`src/rtl/tick_pipe_pkg.sv`:
```
// tick_pipe_pkg: default geometry for tick_pipe and the occupancy-width helper.
package tick_pipe_pkg;
    localparam int DEF_WIDTH    = 8;
    localparam int DEF_CHANNELS = 2;
    localparam int DEF_DEPTH    = 4;

    function automatic int occ_w(input int depth);
        return $clog2(depth + 1);
    endfunction
endpackage

```
`src/rtl/tick_pipe_stage.sv`:
```
// tick_pipe_stage: one pipeline slot, a valid bit plus all lanes of data under a shared handshake.
// Optional clear input when TICK_PIPE_FLUSH_EN is defined.
module tick_pipe_stage
    import tick_pipe_pkg::*;
#(
    parameter int DW = DEF_WIDTH * DEF_CHANNELS
) (
    input  logic          clock,
    input  logic          reset_n,
`ifdef TICK_PIPE_FLUSH_EN
    input  logic          flush,
`endif
    input  logic          up_valid,
    input  logic [DW-1:0] up_data,
    input  logic          down_acc,
    output logic          valid,
    output logic [DW-1:0] data
);
    always_ff @(posedge clock or negedge reset_n) begin
        if (!reset_n) begin
            valid <= 1'b0;
            data  <= '0;
        end else begin
            if (!valid || down_acc) begin
                valid <= up_valid;
                if (up_valid) data <= up_data;
            end
`ifdef TICK_PIPE_FLUSH_EN
            if (flush) valid <= 1'b0;
`endif
        end
    end
endmodule

```
`src/rtl/tick_pipe.sv`:
```
// tick_pipe: elastic DEPTH-stage, CHANNELS-lane register pipeline with bubble-collapsing backpressure.
// Defining TICK_PIPE_FLUSH_EN adds a flush port that empties the pipe at a clock edge.
module tick_pipe
    import tick_pipe_pkg::*;
#(
    parameter int WIDTH    = DEF_WIDTH,
    parameter int CHANNELS = DEF_CHANNELS,
    parameter int DEPTH    = DEF_DEPTH
) (
    input  logic                      clock,
    input  logic                      reset_n,
    input  logic                      in_valid,
    output logic                      in_ready,
    input  logic [CHANNELS*WIDTH-1:0] in_data,
    output logic                      out_valid,
    input  logic                      out_ready,
    output logic [CHANNELS*WIDTH-1:0] out_data,
    output logic [occ_w(DEPTH)-1:0]   occupancy
`ifdef TICK_PIPE_FLUSH_EN
    ,
    input  logic                      flush
`endif
);
    localparam int DW = CHANNELS * WIDTH;
    localparam int OW = occ_w(DEPTH);
    localparam logic [OW-1:0] ONE = OW'(1);

    logic [DEPTH:0]   w_acc;
    logic [DEPTH-1:0] w_v;
    logic [DW-1:0]    w_d [DEPTH];
    logic [OW-1:0]    r_occ;
    logic             w_in_fire;
    logic             w_out_fire;
    logic             w_flush;

`ifdef TICK_PIPE_FLUSH_EN
    assign w_flush = flush;
`else
    assign w_flush = 1'b0;
`endif

    assign w_acc[DEPTH] = out_ready;

    genvar i;
    generate
        for (i = 0; i < DEPTH; i++) begin : g_stage
            // Unrolled accept chain: a stage moves if any slot at or below it is empty, or the sink takes.
            assign w_acc[i] = out_ready | ~(&w_v[DEPTH-1:i]);
            if (i == 0) begin : g_head
                tick_pipe_stage #(.DW(DW)) u_stage (
                    .clock    (clock),
                    .reset_n  (reset_n),
`ifdef TICK_PIPE_FLUSH_EN
                    .flush    (w_flush),
`endif
                    .up_valid (in_valid),
                    .up_data  (in_data),
                    .down_acc (w_acc[1]),
                    .valid    (w_v[0]),
                    .data     (w_d[0])
                );
            end else begin : g_body
                tick_pipe_stage #(.DW(DW)) u_stage (
                    .clock    (clock),
                    .reset_n  (reset_n),
`ifdef TICK_PIPE_FLUSH_EN
                    .flush    (w_flush),
`endif
                    .up_valid (w_v[i-1]),
                    .up_data  (w_d[i-1]),
                    .down_acc (w_acc[i+1]),
                    .valid    (w_v[i]),
                    .data     (w_d[i])
                );
            end
        end
    endgenerate

    assign in_ready   = w_acc[0];
    assign out_valid  = w_v[DEPTH-1];
    assign out_data   = w_d[DEPTH-1];
    assign occupancy  = r_occ;
    assign w_in_fire  = in_valid & in_ready;
    assign w_out_fire = out_valid & out_ready;

    always_ff @(posedge clock or negedge reset_n) begin
        if (!reset_n) r_occ <= '0;
        else if (w_flush) r_occ <= '0;
        else if (w_in_fire && !w_out_fire) r_occ <= r_occ + ONE;
        else if (!w_in_fire && w_out_fire) r_occ <= r_occ - ONE;
    end
endmodule
```
`config.mk`:
```
export PLATFORM = sky130hd
export DESIGN_NAME = tick_pipe
export DESIGN_NICKNAME = d
export VERILOG_FILES = /design/src/rtl/tick_pipe_pkg.sv /design/src/rtl/tick_pipe_stage.sv /design/src/rtl/tick_pipe.sv
export SDC_FILE = /design/constraint.sdc
export NUM_CORES = 1
export LEC_CHECK = 0
export BUFFER_PORTS_ARGS = -buffer_cell sky130_fd_sc_hd__buf_2
export CAP_MARGIN = 20
export CORE_AREA = 3 3 88 90
export CTS_BUF_LIST = sky130_fd_sc_hd__clkbuf_16
export DETAILED_ROUTE_END_ITERATION = 8
export DIE_AREA = 0 0 91 93
export PLACE_DENSITY_LB_ADDON = 0.25
export SYNTH_ARGS = -nofsm -noshare
export SYNTH_HDL_FRONTEND = slang
export SYNTH_SLANG_ARGS = --single-unit
export TNS_END_PERCENT = 50
```
`constraint.sdc`:
```
create_clock -name clock -period 5.1 [get_ports clock]
set_input_delay 0.51 -clock clock [delete_from_list [all_inputs] [get_ports clock]]
set_output_delay 0.51 -clock clock [all_outputs]
set_load 0.01 [all_outputs]
```
======== Word-level counts from Yosys, hierarchy flattened ========
Index checks and enable logic that the tools add are counted.
storage, ports and cells
  bits in registers ....................... 71
  bits of input ports ..................... 20
  output and inout port bits .............. 21
  logic and storage cells ................. 43
operators by class
  $add $sub $neg .......................... 2
  multiplexer cells ....................... 2
  bitwise logic cells ..................... 10
  reductions and logical operators ........ 20
operator list
  operator               number
  $reduce_and A2 Y1      5
  $logic_not A1 Y1       6
  $mux W3                2
  $logic_or A1 B1 Y1     4
  $not A1 Y1             4
  $or A1 B1 Y1           4
  $reduce_and A4 Y1      1
  $add A3 B1 Y3 const B  1
  $reduce_and A3 Y1      1
  $sub A3 B1 Y3 const B  1
  $and A1 B1 Y1          2
  $logic_and A1 B1 Y1    2
  $reduce_bool A2 Y1     1

======== Logic depth before layout (Yosys ltp) ========
Gate-level depths: netlist of run 1.
  depth in word-level cells ............... 8
  depth in mapped cells ................... 10
  depth with buffers taken out ............ 9

======== Hierarchy ========
A second synthesis of run 1 with hierarchy kept.
second synthesis, totals
  cell total of the unflattened synthesis .. 166
  area, all modules ....................... 2984.1 µm²
by module, submodules not included
  module           instances  cells each  area each (µm²)  sequential area each (µm²)
  tick_pipe_stage  4          37          695.7            425.4
  tick_pipe        1          18          201.4            75.1

======== Worst setup path after synthesis of run 1 ========
No wires, ideal clock.
  kind .................................... input-to-reg
  start ................................... input port out_ready
  end ..................................... register r_occ[1], in the netlist occupancy[1]
  setup time .............................. 0.125 ns
  arrival time ............................ 2.100 ns
  slack ................................... 2.875 ns
  cell stages on the path ................. 8
  path buffers ............................ 1
  cell sequence ........................... nand4b_4 -> o21ai_4 -> buf_8 -> inv_1 -> ha_1 -> inv_1 -> fa_1 -> mux2_2
between the ends
  cells in the longest elaborated chain, start to end .. 5
  elaborated cells between the ends (all ways) .. 9
  those cells by class .................... 1 x mux; 3 x bitwise; 5 x reduce/logical
RTL lines
  what                                 RTL line         RTL
  start: declaration                   tick_pipe.sv:16  input logic out_ready,
  $or A1 B1 Y1                         tick_pipe.sv:48  assign w_acc[i] = out_ready | ~(&w_v[DEPTH-1:i]);
  $and A1 B1 Y1                        tick_pipe.sv:83  assign w_in_fire = in_valid & in_ready;
  $logic_not A1 Y1                     tick_pipe.sv:90  else if (!w_in_fire && w_out_fire) r_occ <= r_occ - ONE;
  $logic_and A1 B1 Y1                  tick_pipe.sv:90
  $reduce_bool A2 Y1 (no source line)  --
  end signal: assignment               tick_pipe.sv:89  else if (w_in_fire && !w_out_fire) r_occ <= r_occ + ONE;
  end signal: assignment               tick_pipe.sv:90
  end: declaration                     tick_pipe.sv:31  logic [OW-1:0] r_occ;
Several ways; a longest one is shown, not always the timed one.
A chain may end at the register's enable or synchronous reset.

======== Worst setup path in the final report of run 1 ========
  start ................................... register g_stage[3].g_body.u_stage.valid
  end ..................................... register r_occ[1], in the netlist occupancy[1]
between the ends
  cells in the longest elaborated chain, start to end .. 7
  elaborated cells between the ends (all ways) .. 11
  those cells by class .................... 1 x mux; 4 x bitwise; 6 x reduce/logical
RTL lines
  what                                 RTL line               RTL
  start: declaration                   tick_pipe_stage.sv:16  output logic valid,
  start signal: assignment             tick_pipe_stage.sv:25  valid <= up_valid;
  $reduce_and A4 Y1                    tick_pipe.sv:48
  $not A1 Y1                           tick_pipe.sv:48
  $or A1 B1 Y1                         tick_pipe.sv:48
  $and A1 B1 Y1                        tick_pipe.sv:83
  $logic_not A1 Y1                     tick_pipe.sv:90
  $logic_and A1 B1 Y1                  tick_pipe.sv:90
  $reduce_bool A2 Y1 (no source line)  --
Several ways; a longest one is shown, not always the timed one.

==> results of run 1 <==
==> kinds of logic (layout without fill, tap and decap cells) <==
group | count (synthesis) | in the layout | share of synthesized area [%]
adder cells (fa/ha/maj) | 2 | 2 | 1.18
AO/OA/AOI/OAI | 1 | 1 | 0.590
multiplexers | 65 | 65 | 27.8
flip-flops | 71 | 71 | 64.5
AND/OR/NAND/NOR | 13 | 13 | 3.27
buffers and inverters | 7 | 60 | 1.77
XOR/XNOR | 3 | 3 | 0.953
==> synthesized netlist by cell type <==
library cell	instances	area share [%]
nand3b_1	1	0.27
mux2_2	56	23
nand2b_1	4	0.91
or2_2	1	0.23
nor2_1	1	0.14
xnor2_1	1	0.32
fa_1	1	0.73
buf_4	3	0.82
nand2_1	3	0.41
nand2_2	2	0.45
xor2_1	2	0.64
o21ai_4	1	0.59
ha_1	1	0.45
dfrtp_1	71	64
mux2_4	9	4.9
buf_8	1	0.54
nand4b_4	1	0.86
inv_1	3	0.41
==> power breakdown <==
| part | switching, µW | internal, µW | leakage (µW) |
|---|---|---|---|
| Sequential | 91.8 | 758 | 0.000824 |
| Combinational | 167 | 238 | 0.000549 |
| Clock | 212 | 320 | 0.000139 |
| Total | 472 | 1320 | 0.00151 |
==> per-stage QoR <==
step                utilization [%]  cell area [µm²]  hold WS [ps]
floorplan                         -             2760           214
global placement               42.7             3050           453
detailed placement             42.7             3050           455
CTS                            46.4             3310           403
global route                   46.4             3310           412
finish                         46.4             3310           388
==> how the worst min path moves through the flow <==
stage	startpoint	endpoint	slack, ps	depth (start not counted)
after floorplan	reset_n	g_stage[0].g_head.u_stage.data[0]	210	0
after global placement	occupancy[2]	occupancy[2]	450	1
after detailed placement	occupancy[2]	occupancy[2]	460	1
after CTS	in_data[1]	g_stage[0].g_head.u_stage.data[1]	400	2
after global routing	in_data[2]	g_stage[0].g_head.u_stage.data[2]	410	2
final	reset_n	g_stage[3].g_body.u_stage.data[13]	390	2
==> flip-flops by register name (all words and copies together), names as in the netlist <==
register,count
g_stage.g_body.u_stage.data,48
g_stage.g_body.u_stage.valid,3
g_stage.g_head.u_stage.data,16
g_stage.g_head.u_stage.valid,1
occupancy,3
==> final cells by class <==
cell class              count  area (µm²)
clock buffers               9         225
clock inverters             7        33.8
inverters                   3        11.3
fillers                   671        3830
flip-flops and latches     71        1780
repair buffers             41         208
multi-input cells          84         931
well taps                  99         124
==> worst reg2reg max path, delay by kind of cell, from the launching register on <==
family                     cells  cell delay, ps
buffers and inverters          2             170
DFF                            1             440
adders and majority gates      2             640
AOI/OAI and AO/OA              1             580
muxes                          1             260
and+or+nand+nor                1             160
==> layer usage <==
metal | GRT usage [%] | vias up | routed length [µm]
met1 | 15.5 | 715 | 2000
met2 | 18.4 | 31 | 2130
li1 | - | 657 | -
met4 | 4.90 | 0 | 75
met3 | 5.55 | 6 | 222
met5 | 0 | - | 0
==> flow_summary.toml, run 1 <==
[finish]
area_growth_syn_to_layout_pct = 20.1
stdcell_count = 314
drive_gt1_share_pct = 57.7
final_common_cell = "dfrtp_1"
nets = 232
layout.cells.most_common_list = "71 x dfrtp_1, 56 x mux2_2, 40 x buf_2, 9 x mux2_4, 9 x clkbuf_16"
antenna_cells = 0

[power]
leakage_uw = 0.00151
p_per_area_nw_per_um2 = 540
fin_total_pwr_uw = 1790
vdd_drop_max_mv = 0.258

[synth]
ys_seq_elements = 71
postSynthAreaPerCell_um2 = 17.0
syn_inst = 162
yosysWarnings = 0
ys_seq_area_share_pct = 64.5
synth_nets = 184
netlist-cell-type-count = 18
synth_area_um2 = 2760

[setup_path]
reg2regPathDepth = 7
cp_slowest_cell = "o21ai_4"
worst-setup-path-type = "register to register"
crit_arrival_ps = 2580
r2r_slack_ps = 2730
crit_cells = 7
cp_cell_sequence = "nand4b_4 > o21ai_4 > inv_1 > ha_1 > inv_1 > fa_1 > mux2_2"
cpMostUsedCell = "inv_1"
critPathTopFamily = "adder cells"
crit_required_ps = 5310
r2r_end = "occupancy[1]"
start_kind = "register"
cpPeakStageDelay_ps = 580
cp_num_buf_inv = 2
r2r-start = "g_stage[3].g_body.u_stage.valid"
startpoint = "g_stage[3].g_body.u_stage.valid"
crit_fanout = 17
crit_end = "occupancy[1]"
end_kind = "register"

[grt]
gr-usage-all-layers_pct = 12.3
antenna_found_initial = 0
grt_pass1_wl_um = 7830
grt_max_degree = 72
overflow = 0
first_global_vias = 1548

[sta]
drv_slew = 0
min_period_over_period_pct = 46.5
setup_ws_ps = 2730
hold_viol = 0
fin_crit_ps = 2370
max_freq_mhz = 422
final.setup_skew_ps = 3.72
fin_setup_tns_ps = 0
tightest_slew_ps = 867
rsz0062_at_grt = "no"
slew_headroom_pct = 42.2
finalSetupViolations = 0

[detailed_routing]
route.detailed.drc = 0
wl_per_cell_um = 14.1
wl_um = 4430
drt_iter0_markers = 35
ant_nets = 0
first_pass_iters = 3
drt-vias-per-instance = 4.49
num_vias = 1409

[floorplanning]
chipWidth_um = 91
row_count = 31
dieArea_um2 = 8460
die_h_um = 93
core_area_um2 = 7140
pin_count = 41
start_util_pct = 38.6

[placed_design]
io_buffers = 40
post-dp-hpwl_um = 2830
pre_cts_ws_ps = 2460
gp_routability_congestion = 0.702
dpl.cell_count = 298

[hold_path]
hp-class = "input port to asynchronous set/reset pin"

[clocking]
cts_htree_levels = 3
cts_tree = "done"
clock_sinks = 71
clk_pin_slew_ps = 50
clk-insertion-delay-late_ps = 320
clk_path_buf_depth = 2
post_cts_buffers = 0
hold_buffers = 0
cts_made_buffers = 9
clock-root-buffer = "clkbuf_16"
cts_resized = 0

[run_status]
outcome = "finished, final reports clean"

[flow_run]
cap_violations = 0
Power figures use the tool's default switching activity.
==> inputs of run 2 (changes only) <==
==> constraint.sdc (replaced) <==
create_clock -name clock -period 2 [get_ports clock]
set_input_delay 0.2 -clock clock [delete_from_list [all_inputs] [get_ports clock]]
set_output_delay 0.2 -clock clock [all_outputs]
set_load 0.01 [all_outputs]
==> flow_summary.toml, run 2 (synthesis gave the netlist of run 1 again) <==
[clocking]
cts_tree = "done"
clk-insertion-delay-late_ps = 320
clock-root-buffer = "clkbuf_16"
cts_made_buffers = 9
cts_htree_levels = 3
clk_path_buf_depth = 2
post_cts_buffers = 0
clock_sinks = 71
clk_pin_slew_ps = 60

[power]
p_switching_uw = 1250
leakage_uw = 0.00154
p_per_area_nw_per_um2 = 1430
combPwrFrac_pct = 21.5
p_sw_share_pct = 25.7
power.internal_uw = 3640
seqPwrFrac_pct = 44.9
vdd_drop_max_mv = 0.676
clockPowerShare_pct = 33.6

[detailed_routing]
wl_per_cell_um = 13.6
route.detailed.drc = 0
drt_iter0_markers = 71
drt-vias-per-instance = 4.46
first_pass_iters = 4
ant_nets = 0
wl_um = 4330
num_vias = 1413

[sta]
tightest_slew_ps = 418
slew_headroom_pct = 72.0
worst_hold_slack_ps = 103
min_period_over_period_pct = 89.4
rsz0062_at_grt = "no"
drv_slew = 0
final.setup_skew_ps = 6.43
finalSetupViolations = 0
fin_setup_tns_ps = 0
hold_viol = 0
fin_crit_ps = 1790
max_freq_mhz = 559

[setup_path]
crit_fanout = 4
cp_cell_sequence = "nand4b_4 > o21ai_4 > inv_4 > ha_4 > inv_2 > fa_1 > mux2_2"
end_kind = "register"
cp_slowest_cell = "dfrtp_1"
crit_required_ps = 2210
critPathTopFamily = "adder cells"
crit_arrival_ps = 2000
crit_cells = 7
cp_num_buf_inv = 2
cpPeakStageDelay_ps = 420
worst-setup-path-type = "register to register"
start_kind = "register"
reg2regPathDepth = 7

[grt]
grt_max_degree = 72
gr-usage-all-layers_pct = 11.8
first_global_vias = 1490
grt_pass1_wl_um = 7650
antenna_found_initial = 0
overflow = 0

[floorplanning]
start_util_pct = 38.6
pin_count = 41
row_count = 31
dieArea_um2 = 8460
die_h_um = 93
core_area_um2 = 7140
chipWidth_um = 91

[placed_design]
gp_routability_congestion = 0.710
placed_area_um2 = 3090
post-dp-hpwl_um = 2950
io_buffers = 40

[finish]
layout.cells.most_common_list = "70 x dfrtp_1, 56 x mux2_2, 40 x buf_2, 9 x mux2_4, 9 x clkbuf_16"
drive_gt1_share_pct = 60.6
top_regs = "g_stage.g_body.u_stage.data (48), g_stage.g_head.u_stage.data (16)"
largest-register = "g_stage.g_body.u_stage.data"
area_growth_syn_to_layout_pct = 24.0
antenna_cells = 0
final_common_cell = "dfrtp_1"
multi_input_area_um2 = 943
fill_cells = 650
nets = 235
final_area_um2 = 3420
regArea_um2 = 1780
largest_reg_flops = 48

[flow_run]
cap_violations = 0

[hold_path]
hp-class = "input port to register"
holdPathStages = 2

[run_status]
outcome = "finished, final reports clean"
==> run 2: path summary, 6_finish.rpt <==
| path | slack [ps] | from | endpoint |
|---|---|---|---|
| setup / recovery | 210 | g_stage[2].g_body.u_stage.valid | occupancy[1] |
| max in group asynchronous | 1260 | reset_n | g_stage[3].g_body.u_stage.valid |
| setup reg to reg | 210 | g_stage[2].g_body.u_stage.valid | occupancy[1] |
| min in group asynchronous | 440 | reset_n | g_stage[3].g_body.u_stage.data[10] |
| hold reg to reg | 470 | occupancy[2] | occupancy[2] |
| hold / removal | 100 | in_data[9] | g_stage[0].g_head.u_stage.data[9] |
==> run 2: worst register-to-register path, stage by stage (launching register included) <==
cell      delay (ps)
dfrtp_1          420
nand4b_4         160
o21ai_4          200
inv_4             40
ha_4             150
inv_2             40
fa_1             390
mux2_2           260
==> run 2: cell type report <==
type	instances	area share (%)
Sequential cell	71	52.0
Multi-Input combinational cell	84	27.6
Timing Repair Buffer	44	7.17
Clock buffer	9	6.59
Tap cell	99	3.62
Clock inverter	7	2.60
Inverter	3	0.403
==> run 2: stage by stage <==
step / setup slack, ps / util (%) / total power (µW) / std cells
detailed placement: 204 / 43.4 / 3300 / 300
floorplan: -17.0 / - / 2890 / 162
global placement: 250 / 43.4 / 3250 / 300
CTS: 200 / 47.9 / 4970 / 317
finish: 212 / 47.9 / 4890 / 317
global route: 97.3 / 47.9 / 5190 / 317
==> run 2: timing repair <==
action | in CTS | in global routing
hold buffers | 1 | 0
gates resized for setup | 0 | 0
endpoints found under the hold margin | 71 | 0
==> run 2: power groups by stage <==
stage | Combinational [µW] | Sequential, µW | Clock [µW]
2_1_floorplan | 636 | 2250 | 0
3_3_place_gp | 1040 | 2220 | 0
3_5_place_dp | 1070 | 2230 | 0
4_1_cts | 1070 | 2210 | 1690
5_1_grt | 1170 | 2280 | 1750
6_report | 1050 | 2200 | 1650
==> run 2: routing by layer <==
metal	global-route usage, %	wire, µm	part of all wire [%]	up-vias
met1	16.1	2090	48	700
met5	0	0	0	-
met2	16.0	1850	43	32
met3	4.59	313	7.2	7
li1	-	-	-	674
met4	6.41	70	1.6	0
